File: src/rtl/count_strobe_driver.sv
// Issues spaced single-cycle count strobes until the downstream counter answers with time_out,
// then pulses done (with error if the strobe budget ran out first) and reports the strobe tally.
module count_strobe_driver #(
    parameter int GAP_W       = 8,
    parameter int CNT_W       = 5,
    parameter int MAX_STROBES = 16
) (
    input  logic             clk,
    input  logic             reset,
    input  logic             start,
    input  logic [GAP_W-1:0] gap,
    input  logic             abort,
    input  logic             time_out,
    output logic             count,
    output logic             busy,
    output logic             done,
    output logic             error,
    output logic [CNT_W-1:0] strobes
);

    localparam logic [1:0] S_IDLE   = 2'd0;
    localparam logic [1:0] S_STROBE = 2'd1;
    localparam logic [1:0] S_GAP    = 2'd2;
    localparam logic [1:0] S_WAIT   = 2'd3;

    localparam logic [CNT_W-1:0] MAX_C = CNT_W'(MAX_STROBES);

    logic [1:0]       state;
    logic [GAP_W-1:0] gap_reg;
    logic [GAP_W-1:0] gap_cnt;
    logic [1:0]       wait_cnt;
    logic [CNT_W-1:0] strobes_nxt;

    // Saturating tally so a long run can never wrap the counter.
    assign strobes_nxt = (strobes == MAX_C) ? MAX_C : strobes + 1'b1;

    // The strobe is gated by the answer so nothing is issued once the counter has replied.
    assign count = (state == S_STROBE) && !time_out;
    assign busy  = (state != S_IDLE);

    always_ff @(posedge clk or posedge reset) begin
        if (reset) begin
            state    <= S_IDLE;
            gap_reg  <= '0;
            gap_cnt  <= '0;
            wait_cnt <= '0;
            strobes  <= '0;
            done     <= 1'b0;
            error    <= 1'b0;
        end else begin
            done  <= 1'b0;
            error <= 1'b0;
            if (state != S_IDLE && abort) begin
                state <= S_IDLE;
            end else if (state != S_IDLE && time_out) begin
                state <= S_IDLE;
                done  <= 1'b1;
            end else begin
                case (state)
                    S_IDLE: begin
                        if (start) begin
                            gap_reg <= gap;
                            strobes <= '0;
                            state   <= S_STROBE;
                        end
                    end
                    S_STROBE: begin
                        strobes <= strobes_nxt;
                        if (strobes_nxt == MAX_C) begin
                            wait_cnt <= 2'd2;
                            state    <= S_WAIT;
                        end else if (gap_reg != '0) begin
                            gap_cnt <= gap_reg;
                            state   <= S_GAP;
                        end
                    end
                    S_GAP: begin
                        gap_cnt <= gap_cnt - 1'b1;
                        if (gap_cnt == GAP_W'(1)) begin
                            state <= S_STROBE;
                        end
                    end
                    S_WAIT: begin
                        wait_cnt <= wait_cnt - 2'd1;
                        if (wait_cnt == 2'd1) begin
                            state <= S_IDLE;
                            done  <= 1'b1;
                            error <= 1'b1;
                        end
                    end
                endcase
            end
        end
    end

endmodule

File: config.mk
export PLATFORM = sky130hd
export DESIGN_NAME = count_strobe_driver
export DESIGN_NICKNAME = d
export VERILOG_FILES = /design/src/rtl/count_strobe_driver.sv
export SDC_FILE = /design/constraint.sdc
export NUM_CORES = 1
export LEC_CHECK = 0
export BUFFER_PORTS_ARGS = -buffer_cell sky130_fd_sc_hd__buf_2
export CAP_MARGIN = 20
export CORE_ASPECT_RATIO = 1.1
export CORE_MARGIN = 1.5
export CORE_UTILIZATION = 36
export CTS_BUF_LIST = sky130_fd_sc_hd__clkbuf_4
export DETAILED_ROUTE_END_ITERATION = 16
export PLACE_DENSITY = 0.55
export SYNTH_ARGS = -nofsm -noshare
export SYNTH_HDL_FRONTEND = slang
export SYNTH_SLANG_ARGS = --single-unit
File: constraint.sdc
create_clock -name clk -period 2.1 [get_ports clk]
set_clock_uncertainty 0.05 [all_clocks]
set_input_delay 0 -clock clk [delete_from_list [all_inputs] [get_ports clk]]
set_output_delay 0 -clock clk [all_outputs]
set_load 0.01 [all_outputs]
Word-level counts from Yosys, hierarchy flattened
Index checks and enable logic that the tools add are counted.
- RAM bits: 0
- output and inout port bits: 9
- latch bits: 0
- memories kept: 0
- word-level logic and storage cells: 64
- bits in registers: 27
- memory bits (read-only): 0
- eq/ne operators: 15
- multiply operators: 0
- bitwise gates (word level): 2
- div/mod/pow operators: 0
- reduce and logical (&&, ||, !) cells: 15
- add/sub/neg operators: 3
- mux-type cells: 22
- shift operators: 0
- $lt $le $gt $ge: 0
- operator list (operator ; count):
    two-way mux 2 bit ; 8
    two-way mux 8 bit ; 2
    one-hot mux 8 bit (2 select lines) ; 1
    AND reduction 4 bit ; 4
    inequality test 4 bit (second input constant) ; 3
    == test 5 bit (second input constant) ; 2
    two-way mux 5 bit ; 2
    one-hot mux 5 bit (2 select lines) ; 1
    == test 8 x 1 -> 1 bit (second input constant) ; 1
    one-hot mux 2 bit (4 select lines) ; 1
    nonzero test 2 bit ; 4
    nonzero test 8 bit ; 1
    subtractor 8 x 1 -> 8 bit (second input constant) ; 1
    two-way mux 1 bit ; 6
    adder 5 x 1 -> 5 bit (second input constant) ; 1
    inequality test 5 x 1 -> 1 bit (second input constant) ; 1
    AND reduction 5 bit ; 1
    == test 2 x 1 -> 1 bit (second input constant) ; 2
    == test 2 bit (second input constant) ; 2
    inequality test 2 x 1 -> 1 bit (second input constant) ; 2
    inequality test 2 bit (second input constant) ; 2
    one-hot mux 2 bit (2 select lines) ; 1
    logical AND 1 bit ; 3
    logical NOT 2 bit ; 1
    other kinds (3) ; 4

Depth between registers and ports, before layout
Gate-level depths: netlist of run 1.
- depth in word-level cells: 7
- gate-level depth with buffers: 9
- mapped depth without buffers: 7

Least setup slack after synthesis of run 1
No wires, ideal clock.
- path type: register to register
- start point: reg strobes[0]
- end point: reg gap_cnt[5]
- required time: 1.918 ns
- setup time: 0.132 ns
- data arrival time: 2.093 ns
- period minus slack after synthesis: 2.276 ns
- setup slack: -0.176 ns
- buffers on the path: 1
- stages on the path, launching flop included: 8
- path through: dfrtp_1 > inv_1 > ha_1 > or4b_4 > a211oi_2 > or2_1 > buf_2 > o22ai_1
- longest elaborated chain between the ends: 5
- elaborated cells on any way between the ends: 6
- ends and longest elaborated chain (what ; line ; RTL):
    start, declared ; 18 ; output logic [CNT_W-1:0] strobes
    start signal, assigned ; 68 ; strobes <= strobes_nxt;
    adder 5 x 1 -> 5 bit / == test 5 bit (equally long branches) ; 35 ; assign strobes_nxt = (strobes == MAX_C) ? MAX_C : strobes + 1'b1;
    two-way mux 5 bit * ; 35 ;
    == test 5 bit * ; 69 ; if (strobes_nxt == MAX_C) begin
    inequality test 2 bit (no source line) * ; -- ;
    AND reduction 5 bit (no source line) * ; -- ;
    end signal, assigned ; 73 ; gap_cnt <= gap_reg;
    end signal, assigned ; 78 ; gap_cnt <= gap_cnt - 1'b1;
    end, declared ; 30 ; logic [GAP_W-1:0] gap_cnt;
Every way passes the cells marked *; elsewhere a longest branch is shown, timed or not.
A chain may end at the register's enable or synchronous reset.

Worst setup path after layout of run 1
- start point: reg strobes[0]
- end point: reg gap_cnt[2]
The elaborated chain is that of the path after synthesis.

==> impl_metrics.py, run 1 <==
metrics = {
    "status": {
        "status": "complete, but fails checks",
        "failed_checks": "setup timing",
    },
    "global_routing": {
        "antenna_violations_before_repair": 0,
        "grt_use_total_pct": 18.4,
        "grt_first_pass_wirelength_um": 7200,
        "grt_pass1_vias": 1534,
        "maximum_number_of_pins_on_one_net_before_global_route_repair": 19,
        "grt_remaining_overflow": 0,
    },
    "power_and_ir_drop": {
        "sw_frac_of_total_pct": 43.3,
        "cellPowerDensity_mw_per_mm2": 1230,
        "switching_power_mw": 1.18,
        "peak_supply_drop_uv": 514,
        "leakage_nw": 1.00,
        "pwr-share-comb_pct": 56.2,
        "intPower_mw": 1.55,
        "p_clk_share_pct": 9.0,
        "power_frac_seq_pct": 34.8,
    },
    "worst_setup_path": {
        "crit_path_cell_trace": "inv_2 > ha_4 > or4b_4 > a211oi_4 > buf_6 > o31ai_2 > a221oi_2",
        "r2r_slack_ns": -0.03,
        "worst-endpoint-arrival_ns": 2.34,
        "path_class": "register to register",
        "crit_required_ns": 2.30,
        "kind_of_start_point_of_the_critical_path": "register",
        "critPathTopFamily": "compound AO/OA/AOI/OAI gates",
        "critPathMaxFanout": 6,
        "crit_path_max_incr_delay_ns": 0.50,
        "timing.critical_path.slowest_stage_cell": "or4b_4",
        "critical_path.endpoint_type": "register",
        "crit_buf_inv": 2,
    },
    "yosys": {
        "post-synth-top-area-cell": "dfrtp_1",
        "share_of_async_settable_or_async_resettable_flops_after_synthesis_pct": 100,
        "synth_instances": 180,
        "yosys_register_bits": 27,
        "synth-edff-count": 0,
        "post_synth_num_cell_types": 46,
        "synth_top_area_share_pct": 39.4,
        "synth.area.top_cells": "dfrtp_1 39%, ha_1 7.3%, mux2_2 5.3%",
        "synth_most_common_cell": "dfrtp_1",
        "synth.yosys.seq_area_share_pct": 39.4,
        "synth_nets": 203,
        "syn-cell-area_mm2": 0.00171,
        "yosysWarnings": 0,
        "synth_flop_cell": "dfrtp_1",
        "netlist_top_cells_count": "27 x dfrtp_1, 15 x nand2_1, 14 x inv_1",
        "syn_avg_cell_area_um2": 9.52,
    },
    "route": {
        "final_antenna_net_count": 0,
        "route.detailed.wl_per_inst_um": 15.2,
        "routed_wl_um": 4370,
        "dr.first_iter.drc_count": 105,
        "first_pass_detailed_route_iteration_total": 4,
        "vias": 1567,
        "remaining_drc_errors": 0,
        "post_drt_via_cell_ratio": 5.46,
    },
    "clocking": {
        "cts-root-to-sink-buffers": 2,
        "clkSlewWorstSetupHoldPaths_ns": 0.17,
        "worst_skew_pair.late_latency_ns": 0.33,
        "tritoncts": "built",
        "tritoncts_sinks": 27,
        "cts.root.buffer_cell": "clkbuf_4",
        "ctsHtreeMaxLevel": 1,
        "total_clock_buffers_created_by_cts": 3,
    },
    "final_layout": {
        "n_fill_cell": 447,
        "area.sequential_um2": 679,
        "multiInputGateArea_um2": 995,
        "design_area_mm2": 0.00221,
        "layout.cells.non_filler": 287,
        "insertedDiodeCount": 0,
        "fin_nets": 255,
        "areaGrowthSynthToFinish_pct": 28.8,
        "post_route_cells_drive_above_1_share_pct": 32.9,
    },
    "timing": {
        "finalHoldWorstSlack_ns": 0.0410,
        "layout_setup_ws_ns": -0.0306,
        "max_clock_freq_mhz": 469,
        "worstMarginPinSlew_ns": 0.559,
        "maxSlewViolCount": 0,
        "max-slew-margin-rel_pct": 62.7,
        "timing.final.crit_period_ns": 2.13,
        "finalSetupTns_ns": -0.0762,
        "layout_worst_path_cycle_share_pct": 101,
        "timing_hold_violations_final": 0,
        "rsz0062_at_grt": "true",
        "final_report_setup_violation_count": 3,
    },
    "die": {
        "num_io_pins": 22,
        "fp-row-count": 26,
        "die-height_um": 75.4,
        "die_width_um": 68.8,
        "core_mm2": 0.00462,
        "die_area_mm2": 0.00518,
        "floorplan.initialDensity_pct": 37.1,
    },
    "flow_run": {
        "cap_violations": 0,
    },
    "placement": {
        "place.port_buffers": 21,
        "detailed_placement_hpwl_um": 3160,
        "dp.cells": 267,
        "gpl_congestion": 0.921,
        "placed_area_mm2": 0.00201,
    },
    "worst_hold_path": {
        "hold_path.class": "input port to register",
    },
}
-- through the flow --
step,total power [mW],utilization [%],setup slack [ns]
after floorplan,1.94,-,0.0293
after global placement,2.32,43.5,-0.0175
after detailed placement,2.39,43.5,-0.101
after CTS,2.72,47.4,-0.0417
after global routing,2.97,47.8,-0.0997
final,2.73,47.8,-0.0306
-- power by group through the flow --
stage / Sequential [mW] / Clock (mW) / Combinational, mW
after floorplan: 0.907 / 0 / 1.03
after global placement: 0.943 / 0 / 1.38
after detailed placement: 0.961 / 0 / 1.43
after CTS: 0.943 / 0.263 / 1.52
after global routing: 0.984 / 0.287 / 1.70
final: 0.950 / 0.245 / 1.53
-- repair_timing --
| item | 4_1_cts | 5_1_grt |
|---|---|---|
| setup endpoints to repair | 10 | 12 |
| gates resized for setup | 5 | 5 |
| setup buffers | 3 | 1 |
| hold buffers | 11 | 0 |
| pin swaps | 0 | 4 |
| hold endpoints to repair | 21 | 0 |
| cloned | 1 | 0 |
-- tightest hold or removal path, cell delays in order --
cell	delay (ns)
buf_2	0.08
nand2b_1	0.19
o2111ai_1	0.12
-- cell usage in the layout (no fill, tap or decap), drive strengths merged, types with 2 or more instances in the layout --
cell / count
nor3b: 2
dfrtp: 27
a21boi: 3
nor3: 5
a221oi: 3
inv: 14
mux2: 8
dlygate4sd3: 11
nor2b: 5
or2: 4
mux2i: 2
nand3b: 2
o31ai: 11
a211oi: 4
o2111ai: 2
a31oi: 2
o22ai: 3
nor2: 8
a21oi: 3
o21ai: 10
ha: 10
nand2: 15
buf: 43
nor4: 4
nand3: 6
clkbuf: 3
and3: 6
-- per-layer routing --
metal  GRT usage [%]  vias up  wire, um
met1            23.6      761      1830
met2            32.1       36      2320
met3            2.36        4       160
li1                -      766         -
met5               0        -         0
met4            6.10        0        52
-- area by class of cell --
type,instances,area share [%]
clock buffers,3,1.02
clock inverters,1,0.340
inverters,14,2.38
multi-input cells,132,45.0
flip-flops and latches,27,30.8
well taps,56,3.17
repair buffers,54,17.3
-- kinds of logic after synthesis --
| logic type | share of synthesized area (%) |
|---|---|
| AOI/OAI and AO/OA | 20.6 |
| buffers and inverters | 5.18 |
| and+or+nand+nor | 20.6 |
| adders and majority gates | 7.30 |
| muxes | 6.42 |
| DFF | 39.4 |
| xor gates and xnor gates | 0.511 |
-- worst paths after layout --
kind / startpoint / end / depth (start not counted)
max: strobes[0] / gap_cnt[2] / 7
min: start / state[0] / 3
max reg2reg: strobes[0] / gap_cnt[2] / 7
min reg2reg: gap_cnt[7] / gap_cnt[7] / 2
max in group asynchronous: reset / gap_cnt[4] / 4
min in group asynchronous: reset / strobes[2] / 3
Power figures use the tool's default switching activity.
==> run 2, diff against run 1 <==
--- a/config.mk
+++ b/config.mk
@@ -12,7 +12,7 @@
 export CORE_UTILIZATION = 36
 export CTS_BUF_LIST = sky130_fd_sc_hd__clkbuf_4
 export DETAILED_ROUTE_END_ITERATION = 16
-export PLACE_DENSITY = 0.55
+export PLACE_DENSITY = 0.53
 export SYNTH_ARGS = -nofsm -noshare
 export SYNTH_HDL_FRONTEND = slang
 export SYNTH_SLANG_ARGS = --single-unit
==> constraint.sdc (replaced) <==
create_clock -name clk -period 2.4 [get_ports clk]
set_clock_uncertainty 0.05 [all_clocks]
set_input_delay 0 -clock clk [delete_from_list [all_inputs] [get_ports clk]]
set_output_delay 0 -clock clk [all_outputs]
set_load 0.005 [all_outputs]
==> run 2 against run 1 <==
Compared with the run above: the flow now finishes without violations; sequential cell count unchanged; worst hold slack better by 0.0016 ns; die area did not move; global-route usage shrank 1.6 points; fmax shrank 5.9%; largest cell class unchanged; largest power group unchanged; highest routed layer unchanged.
==> impl_metrics.py, run 2 (synthesis gave the netlist of run 1 again) <==
metrics = {
    "status": {
        "status": "completed",
    },
    "worst_setup_path": {
        "critPathMaxFanout": 7,
        "worst-endpoint-arrival_ns": 2.47,
        "crit_buf_inv": 2,
        "crit_path_max_incr_delay_ns": 0.55,
        "crit-reg2reg-capture": "gap_cnt[4]",
        "timing.critical_path.slowest_stage_cell": "or4b_4",
        "crit_path_cell_trace": "inv_1 > ha_1 > or4b_4 > a211oi_4 > buf_6 > o31ai_1 > a221oi_2",
        "r2r_slack_ns": 0.14,
        "worstSetupPathDepth": 7,
        "path_class": "register to register",
        "crit_required_ns": 2.61,
        "kind_of_start_point_of_the_critical_path": "register",
        "critPathTopFamily": "compound AO/OA/AOI/OAI gates",
        "ff_to_ff_start": "strobes[1]",
        "critical_path.endpoint_type": "register",
        "worst-r2r-cell-count": 7,
    },
    "global_routing": {
        "grtUsageMet3_pct": 2.07,
        "antenna_violations_before_repair": 0,
        "globalRouteMet1Util_pct": 22.1,
        "grt_remaining_overflow": 0,
        "maximum_number_of_pins_on_one_net_before_global_route_repair": 28,
        "grt_pass1_vias": 1404,
        "grt_use_total_pct": 16.8,
        "grt_use_met2_pct": 29.0,
        "grt_first_pass_wirelength_um": 6540,
        "grt_most_used_layer": "met2",
    },
    "placement": {
        "detailed_placement_hpwl_um": 2920,
        "gpl_congestion": 0.843,
        "placed_area_mm2": 0.00192,
        "place.port_buffers": 21,
        "dp.cells": 259,
    },
    "timing": {
        "timing.final.crit_period_ns": 2.26,
        "finalSetupTns_ns": 0,
        "max_clock_freq_mhz": 442,
        "max-slew-margin-rel_pct": 70.1,
        "layout_worst_path_cycle_share_pct": 94.3,
        "worstMarginPinSlew_ns": 0.442,
        "maxSlewViolCount": 0,
        "timing_hold_violations_final": 0,
        "final_report_setup_violation_count": 0,
    },
    "final_layout": {
        "layout_commonest_cell": "dfrtp_1",
        "fin_nets": 243,
        "layout.cells.non_filler": 275,
        "areaGrowthSynthToFinish_pct": 21.8,
        "post_route_cells_drive_above_1_share_pct": 25.1,
        "design_area_mm2": 0.00209,
        "insertedDiodeCount": 0,
        "final_cell_mix": "27 x dfrtp_1, 21 x buf_2, 15 x nand2_1",
        "n_fill_cell": 467,
    },
    "route": {
        "vias": 1476,
        "route.detailed.wl_per_inst_um": 14.5,
        "post_drt_via_cell_ratio": 5.37,
        "remaining_drc_errors": 0,
        "final_antenna_net_count": 0,
        "first_pass_detailed_route_iteration_total": 4,
        "routed_wl_um": 3980,
        "dr.first_iter.drc_count": 65,
    },
    "clocking": {
        "cts.root.buffer_cell": "clkbuf_4",
        "clkSlewWorstSetupHoldPaths_ns": 0.16,
        "tritoncts": "built",
        "tritoncts_sinks": 27,
        "total_clock_buffers_created_by_cts": 3,
        "cts-root-to-sink-buffers": 2,
        "ctsHtreeMaxLevel": 1,
        "worst_skew_pair.late_latency_ns": 0.34,
    },
    "worst_hold_path": {
        "hold_path.class": "input port to register",
        "hold_sp": "start",
        "holdPathStages": 3,
        "worst_hold_path.endpoint": "state[0]",
    },
    "power_and_ir_drop": {
        "peak_supply_drop_uv": 360,
        "cellPowerDensity_mw_per_mm2": 1070,
        "leakage_nw": 0.944,
    },
    "die": {
        "num_io_pins": 22,
        "floorplan.initialDensity_pct": 37.1,
        "die-height_um": 75.4,
        "die_area_mm2": 0.00518,
        "die_width_um": 68.8,
        "fp-row-count": 26,
        "core_mm2": 0.00462,
    },
    "flow_run": {
        "cap_violations": 0,
    },
}
-- run 2: changes by cell type in the layout (fill, tap and decap cells not counted), moves of 2 or more --
cell     change
buf_4       -11
dfrtp_1      +3
dfrtp_2      -3
ha_1         +2
inv_1        +2
inv_2        -2
-- run 2: how the worst max path moves through the flow --
stage,end,from,slack (ns)
2_1_floorplan,gap_cnt[5],strobes[0],0.16
3_3_place_gp,gap_cnt[5],strobes[1],0.14
3_5_place_dp,gap_cnt[5],strobes[1],0.08
4_1_cts,gap_cnt[1],strobes[1],0.04
5_1_grt,gap_cnt[4],strobes[1],-0.009
6_report,gap_cnt[4],strobes[1],0.14
-- run 2: timing repair --
action,in CTS,in global routing
setup endpoints to repair,0,9
resized for setup,0,4
hold endpoints to repair,36,0
hold buffers,11,0
setup buffers,0,1
-- run 2: tightest hold or removal path, stage by stage --
cell       delay (ns)
buf_2            0.08
nand2b_1         0.17
o2111ai_1        0.14
-- run 2: per-layer routing --
layer / wire (um) / part of all wire [%]
met5: 0 / 0
met4: 37 / 0.93
met3: 86 / 2.2
met2: 2030 / 51
met1: 1830 / 46
-- run 2: stage by stage --
step / hold WS (ns) / utilization, % / worst slack (ns) / power (mW)
floorplan: -0.0231 / - / 0.162 / 1.65
global placement: 0.0363 / 41.6 / 0.139 / 1.93
detailed placement: 0.0433 / 41.6 / 0.0802 / 1.98
CTS: 0.0200 / 44.6 / 0.0429 / 2.21
global route: 0.0691 / 45.2 / -0.00892 / 2.44
finish: 0.0426 / 45.2 / 0.136 / 2.22
-- run 2: where the power goes --
part           total, mW  switching, mW  internal [mW]
logic               1.20          0.647          0.554
clock network      0.216          0.139         0.0765
registers          0.807          0.164          0.643
total               2.22          0.950           1.27
-- run 2: final cells by class --
class                           instances  area (um^2)  share of cell area [%]
Multi-Input combinational cell        132          965                    46.2
Sequential cell                        27          676                    32.4
Timing Repair Buffer                   42          294                    14.1
Tap cell                               56         70.1                    3.36
Inverter                               14         52.6                    2.52
Clock buffer                            4         30.0                    1.44
==> run 3, diff against run 2 <==
--- a/config.mk
+++ b/config.mk
@@ -7,12 +7,14 @@
 export LEC_CHECK = 0
 export BUFFER_PORTS_ARGS = -buffer_cell sky130_fd_sc_hd__buf_2
 export CAP_MARGIN = 20
+export CELL_PAD_IN_SITES_DETAIL_PLACEMENT = 1
+export CELL_PAD_IN_SITES_GLOBAL_PLACEMENT = 2
 export CORE_ASPECT_RATIO = 1.1
 export CORE_MARGIN = 1.5
 export CORE_UTILIZATION = 36
 export CTS_BUF_LIST = sky130_fd_sc_hd__clkbuf_4
 export DETAILED_ROUTE_END_ITERATION = 16
-export PLACE_DENSITY = 0.53
+export PLACE_DENSITY = 0.78
 export SYNTH_ARGS = -nofsm -noshare
 export SYNTH_HDL_FRONTEND = slang
 export SYNTH_SLANG_ARGS = --single-unit
==> run 3 against run 2 <==
Compared with the run above: clock-buffer cell count fell by 1; die area did not move; fmax rose by 0.91%; sequential power rose by 0.7%; global-route usage rose by 2.9 points; sequential share of layout area rose by 0.058 points; wire length rose by 18%; critical path depth fell by 1; clock power fell by 6%; critical path type unchanged.
==> impl_metrics.py, run 3 (synthesis gave the netlist of run 1 again) <==
metrics = {
    "final_layout": {
        "areaGrowthSynthToFinish_pct": 21.5,
        "design_area_mm2": 0.00208,
        "fin_nets": 245,
        "n_fill_cell": 554,
        "final_cell_mix": "27 x dfrtp_1, 21 x buf_2, 15 x nand2_1",
        "post_route_cells_drive_above_1_share_pct": 25.8,
        "layout_commonest_cell": "dfrtp_1",
        "insertedDiodeCount": 0,
        "layout.cells.non_filler": 277,
    },
    "clocking": {
        "clkSlewWorstSetupHoldPaths_ns": 0.15,
        "worst_skew_pair.late_latency_ns": 0.33,
        "cts.root.buffer_cell": "clkbuf_4",
        "cts-root-to-sink-buffers": 2,
        "tritoncts_sinks": 27,
        "total_clock_buffers_created_by_cts": 3,
        "tritoncts": "built",
        "ctsHtreeMaxLevel": 1,
    },
    "route": {
        "remaining_drc_errors": 0,
        "first_pass_detailed_route_iteration_total": 4,
        "dr.first_iter.drc_count": 63,
        "route.detailed.wl_per_inst_um": 16.9,
        "final_antenna_net_count": 0,
        "post_drt_via_cell_ratio": 5.56,
        "routed_wl_um": 4700,
        "vias": 1541,
    },
    "power_and_ir_drop": {
        "peak_supply_drop_uv": 443,
        "leakage_nw": 0.949,
        "cellPowerDensity_mw_per_mm2": 1090,
    },
    "timing": {
        "worstMarginPinSlew_ns": 0.511,
        "final_report_setup_violation_count": 0,
        "timing_hold_violations_final": 0,
        "timing.final.crit_period_ns": 2.24,
        "finalHoldWorstSlack_ns": 0.00924,
        "maxSlewViolCount": 0,
        "max_clock_freq_mhz": 446,
        "layout_worst_path_cycle_share_pct": 93.5,
        "finalSetupTns_ns": 0,
        "max-slew-margin-rel_pct": 65.5,
        "rsz0062_at_grt": "false",
    },
    "flow_run": {
        "cap_violations": 0,
    },
    "worst_setup_path": {
        "worst-endpoint-arrival_ns": 2.41,
        "crit_path_cell_trace": "inv_1 > ha_1 > or4b_4 > a211oi_2 > or2_1 > o22ai_1",
        "critPathMaxFanout": 8,
        "r2r_slack_ns": 0.16,
        "critical_path.endpoint_type": "register",
        "crit_required_ns": 2.56,
        "kind_of_start_point_of_the_critical_path": "register",
        "crit_path_max_incr_delay_ns": 0.54,
        "timing.critical_path.slowest_stage_cell": "or4b_4",
        "path_class": "register to register",
    },
    "worst_hold_path": {
        "hold_path.class": "input port to register",
    },
    "global_routing": {
        "grt_first_pass_wirelength_um": 7670,
        "maximum_number_of_pins_on_one_net_before_global_route_repair": 28,
        "antenna_violations_before_repair": 0,
        "grt_remaining_overflow": 0,
        "grt_use_total_pct": 19.7,
        "grt_pass1_vias": 1540,
    },
    "die": {
        "die_width_um": 68.8,
        "floorplan.initialDensity_pct": 37.1,
        "fp-row-count": 26,
        "die_area_mm2": 0.00518,
        "num_io_pins": 22,
        "core_mm2": 0.00462,
        "die-height_um": 75.4,
    },
    "placement": {
        "dp.cells": 263,
        "placed_area_mm2": 0.00195,
        "place.port_buffers": 21,
        "gpl_congestion": 0.924,
        "detailed_placement_hpwl_um": 3450,
    },
    "status": {
        "status": "completed",
    },
}
[run 3: changes by cell type in the layout (fill, tap and decap cells not counted), sizes merged]
cell         change
buf              +3
clkbuf           -1
clkinv           +1
dlygate4sd3      -1
[run 3: stage by stage]
step	power [mW]	setup slack (ns)	utilization, %
after detailed placement	2.08	0.124	42.2
after CTS	2.30	0.0850	45.0
after floorplan	1.65	0.162	-
final	2.28	0.156	45.1
after global routing	2.49	0.0132	45.1
after global placement	2.01	0.223	42.2
[run 3: path summary, 6_finish.rpt]
kind                          endpoint  cells after the start        from
min in group asynchronous  wait_cnt[0]                      4       reset
max                         gap_cnt[5]                      6  strobes[0]
min                               done                      3    time_out
max in group asynchronous   gap_reg[4]                      4       reset
min reg2reg                 gap_cnt[5]                      2  gap_cnt[5]
max reg2reg                 gap_cnt[5]                      6  strobes[0]
[run 3: layout make-up]
type	instances	area [um^2]	share of cell area [%]
multi-input combinational	132	955	45.8
inverter	14	52.6	2.52
clock buffer	3	22.5	1.08
sequential	27	676	32.4
timing repair buffer	44	303	14.5
tap	56	70.1	3.36
clock inverter	1	5.00	0.240
[run 3: what timing repair did]
item	in CTS	in global routing
hold buffers	10	0
resized for setup	0	1
endpoints found under the hold margin	36	0
endpoints found under the setup margin	0	2
buffers inserted	0	0
[run 3: metal layers]
layer | GRT usage [%] | share of wire, %
met1 | 27.3 | 48
met5 | 0 | 0
met2 | 33.0 | 50
met3 | 2.51 | 1.6
met4 | 4.58 | 0.51
[run 3: where the power goes]
group | leakage (nW) | switching, mW | internal (mW)
clock | 0.0177 | 0.141 | 0.0625
combinational | 0.594 | 0.679 | 0.580
sequential | 0.337 | 0.170 | 0.643
[run 3: critical path, delay by kind of cell, from the launching register on]
| kind | cells | cell delay (ns) |
|---|---|---|
| AO/OA/AOI/OAI | 2 | 0.45 |
| adder cells (fa/ha/maj) | 1 | 0.32 |
| buffers and inverters | 1 | 0.04 |
| flip-flops | 1 | 0.37 |
| AND/OR/NAND/NOR | 2 | 0.91 |
